### src/rtl/exe_stage.sv
// Execute stage: builds Val2, runs the ALU, computes the branch target and owns the NZCV status register.
// Latency: 1 cycle to the EXE/MEM register outputs; Branch_taken/Branch_Addr are combinational.
// Backpressure: freeze holds every register including SR (wins over flush); flush bubbles the EXE/MEM controls.
//
// Ports:
//   clk, rst                       clock, asynchronous active-high reset
//   freeze, flush                  hold all state / insert bubble into EXE/MEM
//   PC_in                          PC+4 of the instruction currently in EXE
//   WB_EN_in, MEM_R_EN_in,
//   MEM_W_EN_in, B_in, S_in        control bits from the ID/EXE register
//   EXE_CMD                        ALU operation select
//   Val_Rn, Val_Rm                 first operand, register operand / store data
//   imm, Shift_operand             immediate flag and instruction bits [11:0]
//   Signed_imm_24                  branch word offset
//   Dest_in                        destination register index
//   SR                             registered {N,Z,C,V}
//   Branch_taken, Branch_Addr      same-cycle branch redirect to IF
//   WB_EN, MEM_R_EN, MEM_W_EN,
//   ALU_Res, Val_Rm_out, Dest      EXE/MEM pipeline register outputs

module exe_stage #(
    parameter int WIDTH = 32
) (
    input  logic             clk,
    input  logic             rst,
    input  logic             freeze,
    input  logic             flush,
    input  logic [WIDTH-1:0] PC_in,
    input  logic             WB_EN_in,
    input  logic             MEM_R_EN_in,
    input  logic             MEM_W_EN_in,
    input  logic             B_in,
    input  logic             S_in,
    input  logic [3:0]       EXE_CMD,
    input  logic [WIDTH-1:0] Val_Rn,
    input  logic [WIDTH-1:0] Val_Rm,
    input  logic             imm,
    input  logic [11:0]      Shift_operand,
    input  logic [23:0]      Signed_imm_24,
    input  logic [3:0]       Dest_in,
    output logic [3:0]       SR,
    output logic             Branch_taken,
    output logic [WIDTH-1:0] Branch_Addr,
    output logic             WB_EN,
    output logic             MEM_R_EN,
    output logic             MEM_W_EN,
    output logic [WIDTH-1:0] ALU_Res,
    output logic [WIDTH-1:0] Val_Rm_out,
    output logic [3:0]       Dest
);

    // ALU command codes
    localparam logic [3:0] CMD_MOV = 4'b0001;
    localparam logic [3:0] CMD_MVN = 4'b1001;
    localparam logic [3:0] CMD_ADD = 4'b0010;
    localparam logic [3:0] CMD_ADC = 4'b0011;
    localparam logic [3:0] CMD_SUB = 4'b0100;
    localparam logic [3:0] CMD_SBC = 4'b0101;
    localparam logic [3:0] CMD_AND = 4'b0110;
    localparam logic [3:0] CMD_ORR = 4'b0111;
    localparam logic [3:0] CMD_EOR = 4'b1000;

    // ------------------------------------------------------------------
    // Branch target: word offset sign-extended, scaled by 4, wraps mod 2^WIDTH
    // ------------------------------------------------------------------
    logic [WIDTH-1:0] branch_offset;

    assign branch_offset = {{(WIDTH-26){Signed_imm_24[23]}}, Signed_imm_24, 2'b00};
    assign Branch_Addr   = PC_in + branch_offset;
    assign Branch_taken  = B_in;

    // ------------------------------------------------------------------
    // Val2 generation
    // ------------------------------------------------------------------
    logic [4:0]       sh_amt;
    logic [1:0]       sh_type;
    logic [WIDTH-1:0] reg_shifted;
    logic [4:0]       rot_amt;
    logic [WIDTH-1:0] imm_base;
    logic [WIDTH-1:0] imm_rotated;
    logic [WIDTH-1:0] val2;

    assign sh_amt   = Shift_operand[11:7];
    assign sh_type  = Shift_operand[6:5];
    assign rot_amt  = {Shift_operand[11:8], 1'b0};
    assign imm_base = {{(WIDTH-8){1'b0}}, Shift_operand[7:0]};

    // Rotates are built from two logical shifts. A left shift by the full
    // width yields zero, so an amount of 0 falls out as a pass-through.
    assign imm_rotated = (imm_base >> rot_amt)
                       | (imm_base << (6'd32 - {1'b0, rot_amt}));

    always_comb begin
        reg_shifted = Val_Rm;
        case (sh_type)
            2'b00: reg_shifted = Val_Rm << sh_amt;
            2'b01: reg_shifted = Val_Rm >> sh_amt;
            2'b10: reg_shifted = $signed(Val_Rm) >>> sh_amt;
            2'b11: reg_shifted = (Val_Rm >> sh_amt)
                               | (Val_Rm << (6'd32 - {1'b0, sh_amt}));
            default: reg_shifted = Val_Rm;
        endcase
    end

    // Memory ops use the raw 12-bit offset even when imm is also set
    always_comb begin
        if (MEM_R_EN_in || MEM_W_EN_in) begin
            val2 = {{(WIDTH-12){1'b0}}, Shift_operand};
        end else if (imm) begin
            val2 = imm_rotated;
        end else begin
            val2 = reg_shifted;
        end
    end

    // ------------------------------------------------------------------
    // ALU and flag generation
    // ------------------------------------------------------------------
    logic [WIDTH-1:0] alu_res;
    logic [WIDTH:0]   sum;
    logic [WIDTH-1:0] addend;
    logic             carry_in;
    logic             is_arith;
    logic             is_logic;
    logic             flag_n;
    logic             flag_z;
    logic             flag_c;
    logic             flag_v;

    // Subtraction is Rn + ~Val2 + 1 (or + C for SBC), so the adder carry
    // is already the ARM "not borrow" and overflow uses the inverted addend.
    always_comb begin
        alu_res  = '0;
        sum      = '0;
        addend   = val2;
        carry_in = 1'b0;
        is_arith = 1'b0;
        is_logic = 1'b0;
        flag_n   = SR[3];
        flag_z   = SR[2];
        flag_c   = SR[1];
        flag_v   = SR[0];

        case (EXE_CMD)
            CMD_MOV: begin
                alu_res  = val2;
                is_logic = 1'b1;
            end
            CMD_MVN: begin
                alu_res  = ~val2;
                is_logic = 1'b1;
            end
            CMD_ADD: begin
                addend   = val2;
                carry_in = 1'b0;
                is_arith = 1'b1;
            end
            CMD_ADC: begin
                addend   = val2;
                carry_in = SR[1];
                is_arith = 1'b1;
            end
            CMD_SUB: begin
                addend   = ~val2;
                carry_in = 1'b1;
                is_arith = 1'b1;
            end
            CMD_SBC: begin
                addend   = ~val2;
                carry_in = SR[1];
                is_arith = 1'b1;
            end
            CMD_AND: begin
                alu_res  = Val_Rn & val2;
                is_logic = 1'b1;
            end
            CMD_ORR: begin
                alu_res  = Val_Rn | val2;
                is_logic = 1'b1;
            end
            CMD_EOR: begin
                alu_res  = Val_Rn ^ val2;
                is_logic = 1'b1;
            end
            default: begin
                // unknown command: zero result, all flags kept
                alu_res = '0;
            end
        endcase

        if (is_arith) begin
            sum     = {1'b0, Val_Rn} + {1'b0, addend} + {{WIDTH{1'b0}}, carry_in};
            alu_res = sum[WIDTH-1:0];
            flag_c  = sum[WIDTH];
            flag_v  = (Val_Rn[WIDTH-1] == addend[WIDTH-1])
                   && (alu_res[WIDTH-1] != Val_Rn[WIDTH-1]);
        end

        if (is_arith || is_logic) begin
            flag_n = alu_res[WIDTH-1];
            flag_z = (alu_res == '0);
        end
    end

    // ------------------------------------------------------------------
    // Status register and EXE/MEM pipeline register
    // ------------------------------------------------------------------
    // SR follows S_in regardless of flush: the flagged instruction really
    // executed, only its write-back/memory side effects are squashed.
    always_ff @(posedge clk or posedge rst) begin
        if (rst) begin
            SR         <= 4'b0000;
            WB_EN      <= 1'b0;
            MEM_R_EN   <= 1'b0;
            MEM_W_EN   <= 1'b0;
            ALU_Res    <= '0;
            Val_Rm_out <= '0;
            Dest       <= 4'd0;
        end else if (!freeze) begin
            if (S_in) begin
                SR <= {flag_n, flag_z, flag_c, flag_v};
            end
            WB_EN      <= WB_EN_in    & ~flush;
            MEM_R_EN   <= MEM_R_EN_in & ~flush;
            MEM_W_EN   <= MEM_W_EN_in & ~flush;
            ALU_Res    <= alu_res;
            Val_Rm_out <= Val_Rm;
            Dest       <= Dest_in;
        end
    end

endmodule

### config.mk
export PLATFORM = sky130hd
export DESIGN_NAME = exe_stage
export DESIGN_NICKNAME = d
export VERILOG_FILES = /design/src/rtl/exe_stage.sv
export SDC_FILE = /design/constraint.sdc
export NUM_CORES = 1
export LEC_CHECK = 0
export CAP_MARGIN = 20
export CORE_ASPECT_RATIO = 0.75
export CORE_MARGIN = 2
export CORE_UTILIZATION = 61
export CTS_CLUSTER_SIZE = 40
export DETAILED_ROUTE_END_ITERATION = 6
export DONT_BUFFER_PORTS = 1
export PLACE_DENSITY = 0.92
export SLEW_MARGIN = 10
export SYNTH_ARGS = -nofsm -noshare
export SYNTH_HDL_FRONTEND = slang
export SYNTH_SLANG_ARGS = --single-unit
### constraint.sdc
create_clock -name clk -period 5.05 [get_ports clk]
set_input_delay 0.505 -clock clk [delete_from_list [all_inputs] [get_ports clk]]
set_output_delay 0.505 -clock clk [all_outputs]
set_load 0.05 [all_outputs]
==> results.toml, run 1 <==
[yosys]
syn_avg_cell_area_um2 = 7.81
netlist_area_um2 = 16800
synth_cells = 2156
ys_seq_area_share_pct = 11.1
synth.net_count = 2436
synth_seq_cells = 75
yosysUniqueCellTypes = 94
synth-async-reset-ratio_pct = 100
synth_edf_count = 0
ys_dominant_reg_cell = "dfrtp_1"
synth_warnings = 0

[clock_tree]
h-tree-depth = 3
ctsRootBufferMaster = "clkbuf_16"
clock-sinks = 75
clockBufferDepth = 2
numCtsBuffers = 9
holdBufCountCts = 0

[global_route]
grt_usage_pct = 80.5
grt_max_degree = 127
grt_overflow = 152
grt_pass1_vias = 26700
grt_pass1_wl_mm = 174

[floorplanning]
fp.dieW_um = 196
io_pins = 258
rows = 52
fp.dieH_um = 148
initial_utilization_pct = 62.2

[placed_design]
dp_hpwl_mm = 65.7
dpl_cell_area_um2 = 20600
numPortBuffers = 0
place_congestion = 1.52

[outcome]
haltStage = "global routing (5_1_grt)"
error = "[ERROR GRT-0116] Global routing finished with congestion. Check the congestion regions in the DRC Viewer."
status = "aborted with a tool error"
cell usage after synthesis, types with 15 or more instances:
cell      count  area [µm²]
a21o_1       33         248
nor2b_1      25         156
nand3_1      45         225
o22ai_1      37         231
o21ai_0     104         521
xor2_1       34         298
or3_1        16         100
dfrtp_1      75        1880
mux4_2       61        1370
o211ai_1     32         240
a21oi_1     135         676
a22oi_1      15         113
nand4_1      19         119
buf_2        25         125
nand2_1     182         683
mux2_2      108        1220
a211oi_1     49         368
ha_1        127        1590
inv_1       119         447
nand2b_1     35         219
buf_1        22        82.6
nor3_1       49         245
nor2_1      163         612
clkbuf_1    119         447
xnor2_1      68         596
mux2i_1     113        1130
a31oi_1      30         188
layer usage:
metal,track usage (%),GRT overflow
met4,72.8,46
met2,91.0,63
met1,80.3,32
met3,74.1,9
met5,64.0,2
logic make-up after synthesis:
| family | after synthesis | share of synthesized area, % |
|---|---|---|
| AO/OA/AOI/OAI | 647 | 26.5 |
| AND/OR/NAND/NOR | 609 | 17.1 |
| buffers and inverters | 304 | 7.52 |
| multiplexers | 289 | 22.6 |
| adder cells (fa/ha/maj) | 130 | 9.79 |
| XOR/XNOR | 102 | 5.31 |
| flip-flops | 75 | 11.1 |
metrics by stage:
step | cells | util [%] | worst slack, ps | setup TNS (ps)
2_1_floorplan | 2156 | - | -1660 | -5440
3_5_place_dp | 2833 | 76.0 | -2170 | -19130
3_3_place_gp | 2831 | 76.0 | -1690 | -9120
4_1_cts | 2862 | 78.7 | -1200 | -3750
what timing repair did:
item | CTS
resized for setup | 53
setup endpoints to repair | 19
pin swaps | 32
setup buffers | 15
==> run 2, diff against run 1 <==
CORE_ASPECT_RATIO = unset   (was 0.75)
CORE_UTILIZATION = 40   (was 61)
CTS_CLUSTER_SIZE = unset   (was 40)
PLACE_DENSITY = unset   (was 0.92)
PLACE_DENSITY_LB_ADDON = 0.15   (was unset)
clock period = 6.6 ns   (was 5.05 ns; I/O delays follow)
==> run 2 against run 1 <==
Against the previous run:
- the flow now finishes without violations
- synthesized area is the same
- synthesized cell count is the same
==> results.toml, run 2 <==
[outcome]
status = "completed"

[yosys]
synth_edf_count = 0
synth-xor-area-share_pct = 5.31
synth_fa_ha_area_share_pct = 9.79
synth_cells = 2156
synth-compound-area-share_pct = 26.5
syn_avg_cell_area_um2 = 7.81
synth_seq_cells = 75
synth_top_area_share_pct = 11.1
ys_seq_area_share_pct = 11.1
ys_top_cells_by_area = "dfrtp_1 11%, ha_1 9.4%, mux4_2 8.2%, mux2_2 7.2%, mux2i_1 6.7%"
synth.net_count = 2436
yosysUniqueCellTypes = 94
synthMuxAreaShare_pct = 22.6
ys_dominant_reg_cell = "dfrtp_1"
netlist_area_um2 = 16800
synth_top_family_by_area = "compound AO/OA/AOI/OAI gates"
synth_most_common_cell = "nand2_1"
synth_warnings = 0
post_synth_most_frequent_cells = "182 x nand2_1, 163 x nor2_1, 135 x a21oi_1, 127 x ha_1"
synth-async-reset-ratio_pct = 100
yosys.area.top_type = "dfrtp_1"
synth-simple-area-share_pct = 17.1

[route]
drt-vias-per-instance = 6.73
wl_per_cell_um = 31.1
routed.top_layer = "met5"
drc = 0
drt_iter0_markers = 2506
wl_met1_mm = 37.3
dr.pass1.iters = 5
ant_nets = 0
drt-total-wl_mm = 90.8
dr_wl_met3_mm = 10.4
vias = 19600
met2_length_mm = 38.5

[floorplanning]
initial_utilization_pct = 40.3
io_pins = 258
rows = 75
fp.dieW_um = 209
core_area_um2 = 41800
die-area_um2 = 43800
fp.dieH_um = 209

[power_and_ir_drop]
power.share.sequential_pct = 23.9
switching_share_pct = 49.6
ir_drop_mv = 0.200
combPwrFrac_pct = 59.3
power.density_nw_per_um2 = 165
p_int_mw = 1.71
p_sw_mw = 1.68
p_leak_nw = 9.01
clkPwrFrac_pct = 16.8
total_power_mw = 3.38

[sta]
slew_headroom_pct = 21.5
setup_tns_ps = 0
finalCriticalPeriod_ps = 6590
fin_ws_ps = 7.96
setup_viol = 0
fin_crit_sh_pct = 99.9
max_freq_mhz = 152
hold_viol_final = 0
tightest_slew_ps = 1170
fin_hold_ws_ps = 193
rsz0062_at_grt = "true"
slew_violations = 0
skew_ps = 13.0

[min_path]
hold_class = "input pin to asynchronous set/reset pin"

[clock_tree]
numCtsBuffers = 9
cts_tree = "done"
clk_latency_ps = 390
ctsRootBufferMaster = "clkbuf_16"
clock-sinks = 75
cts.clk_slew.worst_paths_ps = 80
h-tree-depth = 3
holdBufCountCts = 0
clockBufferDepth = 2

[worst_setup_path]
crit_path_end_kind = "flip-flop"
critPathRequiredTime_ps = 6890
start_kind = "input pin"
arrival_ps = 6890
crit_fanout = 126
critPathKind = "input pin to flip-flop"

[global_route]
grt_pass1_vias = 18600
grt_usage_pct = 40.3
grt_pass1_wl_mm = 129
grt_max_degree = 127
grt_overflow = 0
antenna_found_initial = 4

[placed_design]
numPortBuffers = 0
place_congestion = 1.03
dp_hpwl_mm = 71.0
dpl_cell_area_um2 = 19900
dpl_worst_slack_ps = -574

[layout]
final_area_um2 = 20400
reg_top3 = "ALU_Res x32, Val_Rm_out x32"
layout_common_cells = "380 x buf_4, 182 x nand2_1, 159 x nor2_1, 134 x a21oi_1, 124 x ha_1"
layout_commonest_cell = "buf_4"
drive_gt1_share_pct = 27.9
nNetsFinal = 2654
area_delta_synth_final_pct = 21.4

[flow_run]
drv_cap = 0
## run 2: logic make-up after synthesis
logic type | count (synthesis)
flops | 75
simple gates | 609
buf+inv | 304
xor+xnor | 102
compound gates | 647
fa+ha+maj | 130
mux | 289
## run 2: what timing repair did
item	4_1_cts	5_1_grt
resized for setup	9	23
setup buffers	0	5
pin swaps	0	19
setup endpoints to repair	1	1
hold endpoints to repair	0	0
## run 2: power by group through the flow
stage / sequential, mW / clock [mW] / combinational (mW)
floorplan: 0.805 / 0 / 1.27
detailed placement: 0.821 / 0 / 1.91
finish: 0.810 / 0.569 / 2.01
global placement: 0.821 / 0 / 1.90
global route: 0.818 / 0.590 / 2.11
CTS: 0.812 / 0.579 / 1.93
## run 2: per-layer routing
metal / track usage [%] / up-vias
li1: - / 8522
met1: 54.4 / 9602
met2: 61.1 / 1281
met3: 10.1 / 238
met4: 17.5 / 2
met5: 0 / -
## run 2: final timing paths
path | endpoint | slack [ps] | startpoint | cells past startpoint
min in group clk | WB_EN$_DFFE_PP0N_ | 380 | flush | 1
max in group asynchronous | Val_Rm_out[16]$_DFFE_PP0N_ | 5810 | rst | 3
max | SR[2]$_DFFE_PP0P_ | 8 | Shift_operand[7] | 20
min reg2reg | ALU_Res[11]$_DFFE_PP0N_ | 780 | ALU_Res[11]$_DFFE_PP0N_ | 2
min | ALU_Res[19]$_DFFE_PP0N_ | 190 | rst | 2
max reg2reg | SR[2]$_DFFE_PP0P_ | 1040 | SR[1]$_DFFE_PP0P_ | 18
## run 2: layout make-up
class	instances	area, µm²
multi-input combinational	1777	14100
fill	4184	21300
tap	539	674
antenna	2	5.00
inverter	122	472
timing repair buffer	389	3030
clock inverter	7	100
clock buffer	9	225
sequential	75	1880
## run 2: per-stage QoR
step           cells  utilization [%]
4_1_cts         2912             48.5
3_5_place_dp    2896             47.6
6_report        2920             49.0
2_1_floorplan   2156                -
3_3_place_gp    2893             47.5
5_1_grt         2918             49.0
## run 2: critical path, stage by stage
cell,delay [ps]
mux4_2,550
buf_4,160
nand3_1,70
o2111ai_1,120
nor3_1,880
a31o_2,330
xnor2_1,130
ha_1,270
and4_1,170
and2_1,190
o31ai_4,290
a31oi_2,160
xor2_1,170
a222oi_1,320
o211ai_1,180
or4b_4,570
or4_4,540
or4_1,400
or4_1,420
o31ai_2,180
(Power assumes the default switching activity.)
==> run 3, diff against run 2 <==
CORE_MARGIN = unset   (was 2)
==> run 3 against run 2 <==
Against the previous run:
- the flow now finishes with violations (design-rule violations, negative setup slack)
- non-clock buffer count is 12 higher
- clock power is 9.7% higher
- global-route usage is 0.17 points higher
- count of clock-buffer cells in the layout stayed put
- maximum frequency is 0.22% lower
- design area is 0.28% higher
- critical path depth is 3 higher
- die area is 1.9% lower
- register-to-register slack better by 70 ps
- first-iteration DRC count is 6.7% higher
- critical path type unchanged
- critical endpoint unchanged
- largest power group unchanged
==> results.toml, run 3 (synthesized netlist as in run 2, its figures left out) <==
[outcome]
status = "complete, but fails checks"
violations = "design-rule violations, negative setup slack"

[layout]
reg_top3 = "ALU_Res x32, Val_Rm_out x32"
area_delta_synth_final_pct = 21.8
nNetsFinal = 2666
layout_common_cells = "393 x buf_4, 182 x nand2_1, 161 x nor2_1, 134 x a21oi_1, 125 x ha_1"
final_area_um2 = 20500
final_util_pct = 49.8
drive_gt1_share_pct = 28.1
layout_commonest_cell = "buf_4"
fillCellCount = 4085
finalNonFillerCells = 2925

[floorplanning]
io_pins = 258
initial_utilization_pct = 40.9
core_area_um2 = 41200
fp.dieW_um = 207
fp.dieH_um = 207
rows = 74
die-area_um2 = 42900

[global_route]
use_met2_pct = 59.4
grt_overflow = 0
grt_max_degree = 127
met1_usage_pct = 54.6
antenna_found_initial = 7
grt_usage_pct = 40.5
top_usage_layer = "met2"
grt_pass1_wl_mm = 128
grt_pass1_vias = 18400
use_met3_pct = 11.0

[sta]
finalCriticalPeriod_ps = 6610
tightest_slew_ps = 1180
hold_viol_final = 0
rsz0062_at_grt = "true"
fin_ws_ps = -6.61
max_freq_mhz = 151
setup_tns_ps = -6.61
slew_headroom_pct = 20.7
slew_violations = 0
skew_ps = 17.6
fin_crit_sh_pct = 100
fin_hold_ws_ps = 137
setup_viol = 1

[placed_design]
numPortBuffers = 0
dpl_cell_area_um2 = 19900
dp_hpwl_mm = 70.0
dpl_worst_slack_ps = -632
place_congestion = 1.03
dp_cells = 2899

[power_and_ir_drop]
p_int_mw = 1.74
ir_drop_mv = 0.174
combPwrFrac_pct = 58.3
p_leak_nw = 9.06
power.density_nw_per_um2 = 167
clkPwrFrac_pct = 18.2
p_sw_mw = 1.69
power.share.sequential_pct = 23.5
total_power_mw = 3.43
switching_share_pct = 49.2

[route]
dr.pass1.iters = 7
wl_per_cell_um = 30.6
drt_iter0_markers = 2675
vias = 19600
ant_nets = 0
drc = 5
drt-vias-per-instance = 6.71
drt-total-wl_mm = 89.5

[worst_setup_path]
start_kind = "input pin"
crit_chain = "mux4_2 -> a211o_1 -> a21oi_2 -> nor4_1 -> buf_4 -> a211o_1 -> inv_2 -> xnor2_2 -> fa_2 -> inv_2 -> fa_2 -> nand2b_4 -> a2111oi_4 -> o31ai_4 -> a31oi_4 -> xor2_1 -> a222oi_1 -> o211ai_1 -> or4b_4 -> or4_4 -> or4_4 -> or4_4 -> o31ai_2"
crit_path_end_kind = "flip-flop"
crit_fanout = 126
crit_slowest_cell = "mux4_2"
critPathRequiredTime_ps = 6900
critPathKind = "input pin to flip-flop"
crit_top_cell = "or4_4"
max_stage_delay_ps = 570
arrival_ps = 6910

[clock_tree]
h-tree-depth = 3
clockBufferDepth = 2
clk_latency_ps = 390
clock-sinks = 75
ctsRootBufferMaster = "clkbuf_16"
cts_tree = "done"
holdBufCountCts = 0
cts.clk_slew.worst_paths_ps = 80
numCtsBuffers = 9

[flow_run]
drv_cap = 0

[min_path]
hold_class = "input pin to asynchronous set/reset pin"
[run 3: layer usage]
metal	share of wire [%]	routed length [µm]
met5	0.013	12
met4	5.4	4800
met3	12	10500
met2	42	37200
met1	41	37000
[run 3: path summary, 6_finish.rpt]
| kind | cells after the start | start | slack (ps) | endpoint |
|---|---|---|---|---|
| setup / recovery | 23 | Shift_operand[7] | -7 | SR[2]$_DFFE_PP0P_ |
| setup reg to reg | 18 | SR[1]$_DFFE_PP0P_ | 1110 | SR[2]$_DFFE_PP0P_ |
| hold / removal | 1 | rst | 140 | ALU_Res[21]$_DFFE_PP0N_ |
| min in group clk | 1 | flush | 380 | WB_EN$_DFFE_PP0N_ |
| hold reg to reg | 2 | SR[1]$_DFFE_PP0P_ | 740 | SR[1]$_DFFE_PP0P_ |
| max in group asynchronous | 2 | rst | 5310 | Val_Rm_out[27]$_DFFE_PP0N_ |
[run 3: timing repair]
action	4_1_cts	5_1_grt
setup buffers	1	7
setup endpoints to repair	1	1
pin swaps	1	21
gates resized for setup	4	24
[run 3: layout make-up]
cell class | count | area (µm²) | share of cell area [%]
Inverter | 122 | 472 | 2.30
Tap cell | 532 | 666 | 3.25
Multi-Input combinational cell | 1777 | 14000 | 68.5
Antenna cell | 2 | 5.00 | 0.0244
Timing Repair Buffer | 401 | 3090 | 15.1
Clock buffer | 9 | 225 | 1.10
Sequential cell | 75 | 1880 | 9.15
Clock inverter | 7 | 125 | 0.610
[run 3: power by group through the flow]
stage,Combinational [mW],Sequential [mW],Clock (mW)
final,2.00,0.807,0.624
after detailed placement,1.91,0.819,0
after global routing,2.09,0.815,0.648
after global placement,1.90,0.818,0
after floorplan,1.27,0.805,0
after CTS,1.92,0.810,0.634
[run 3: critical path, delay by kind of cell]
kind / cells / cell delay, ps
compound gates: 9 / 2180
xor+xnor: 2 / 220
fa+ha+maj: 2 / 630
buf+inv: 3 / 300
mux: 1 / 570
simple gates: 6 / 2220
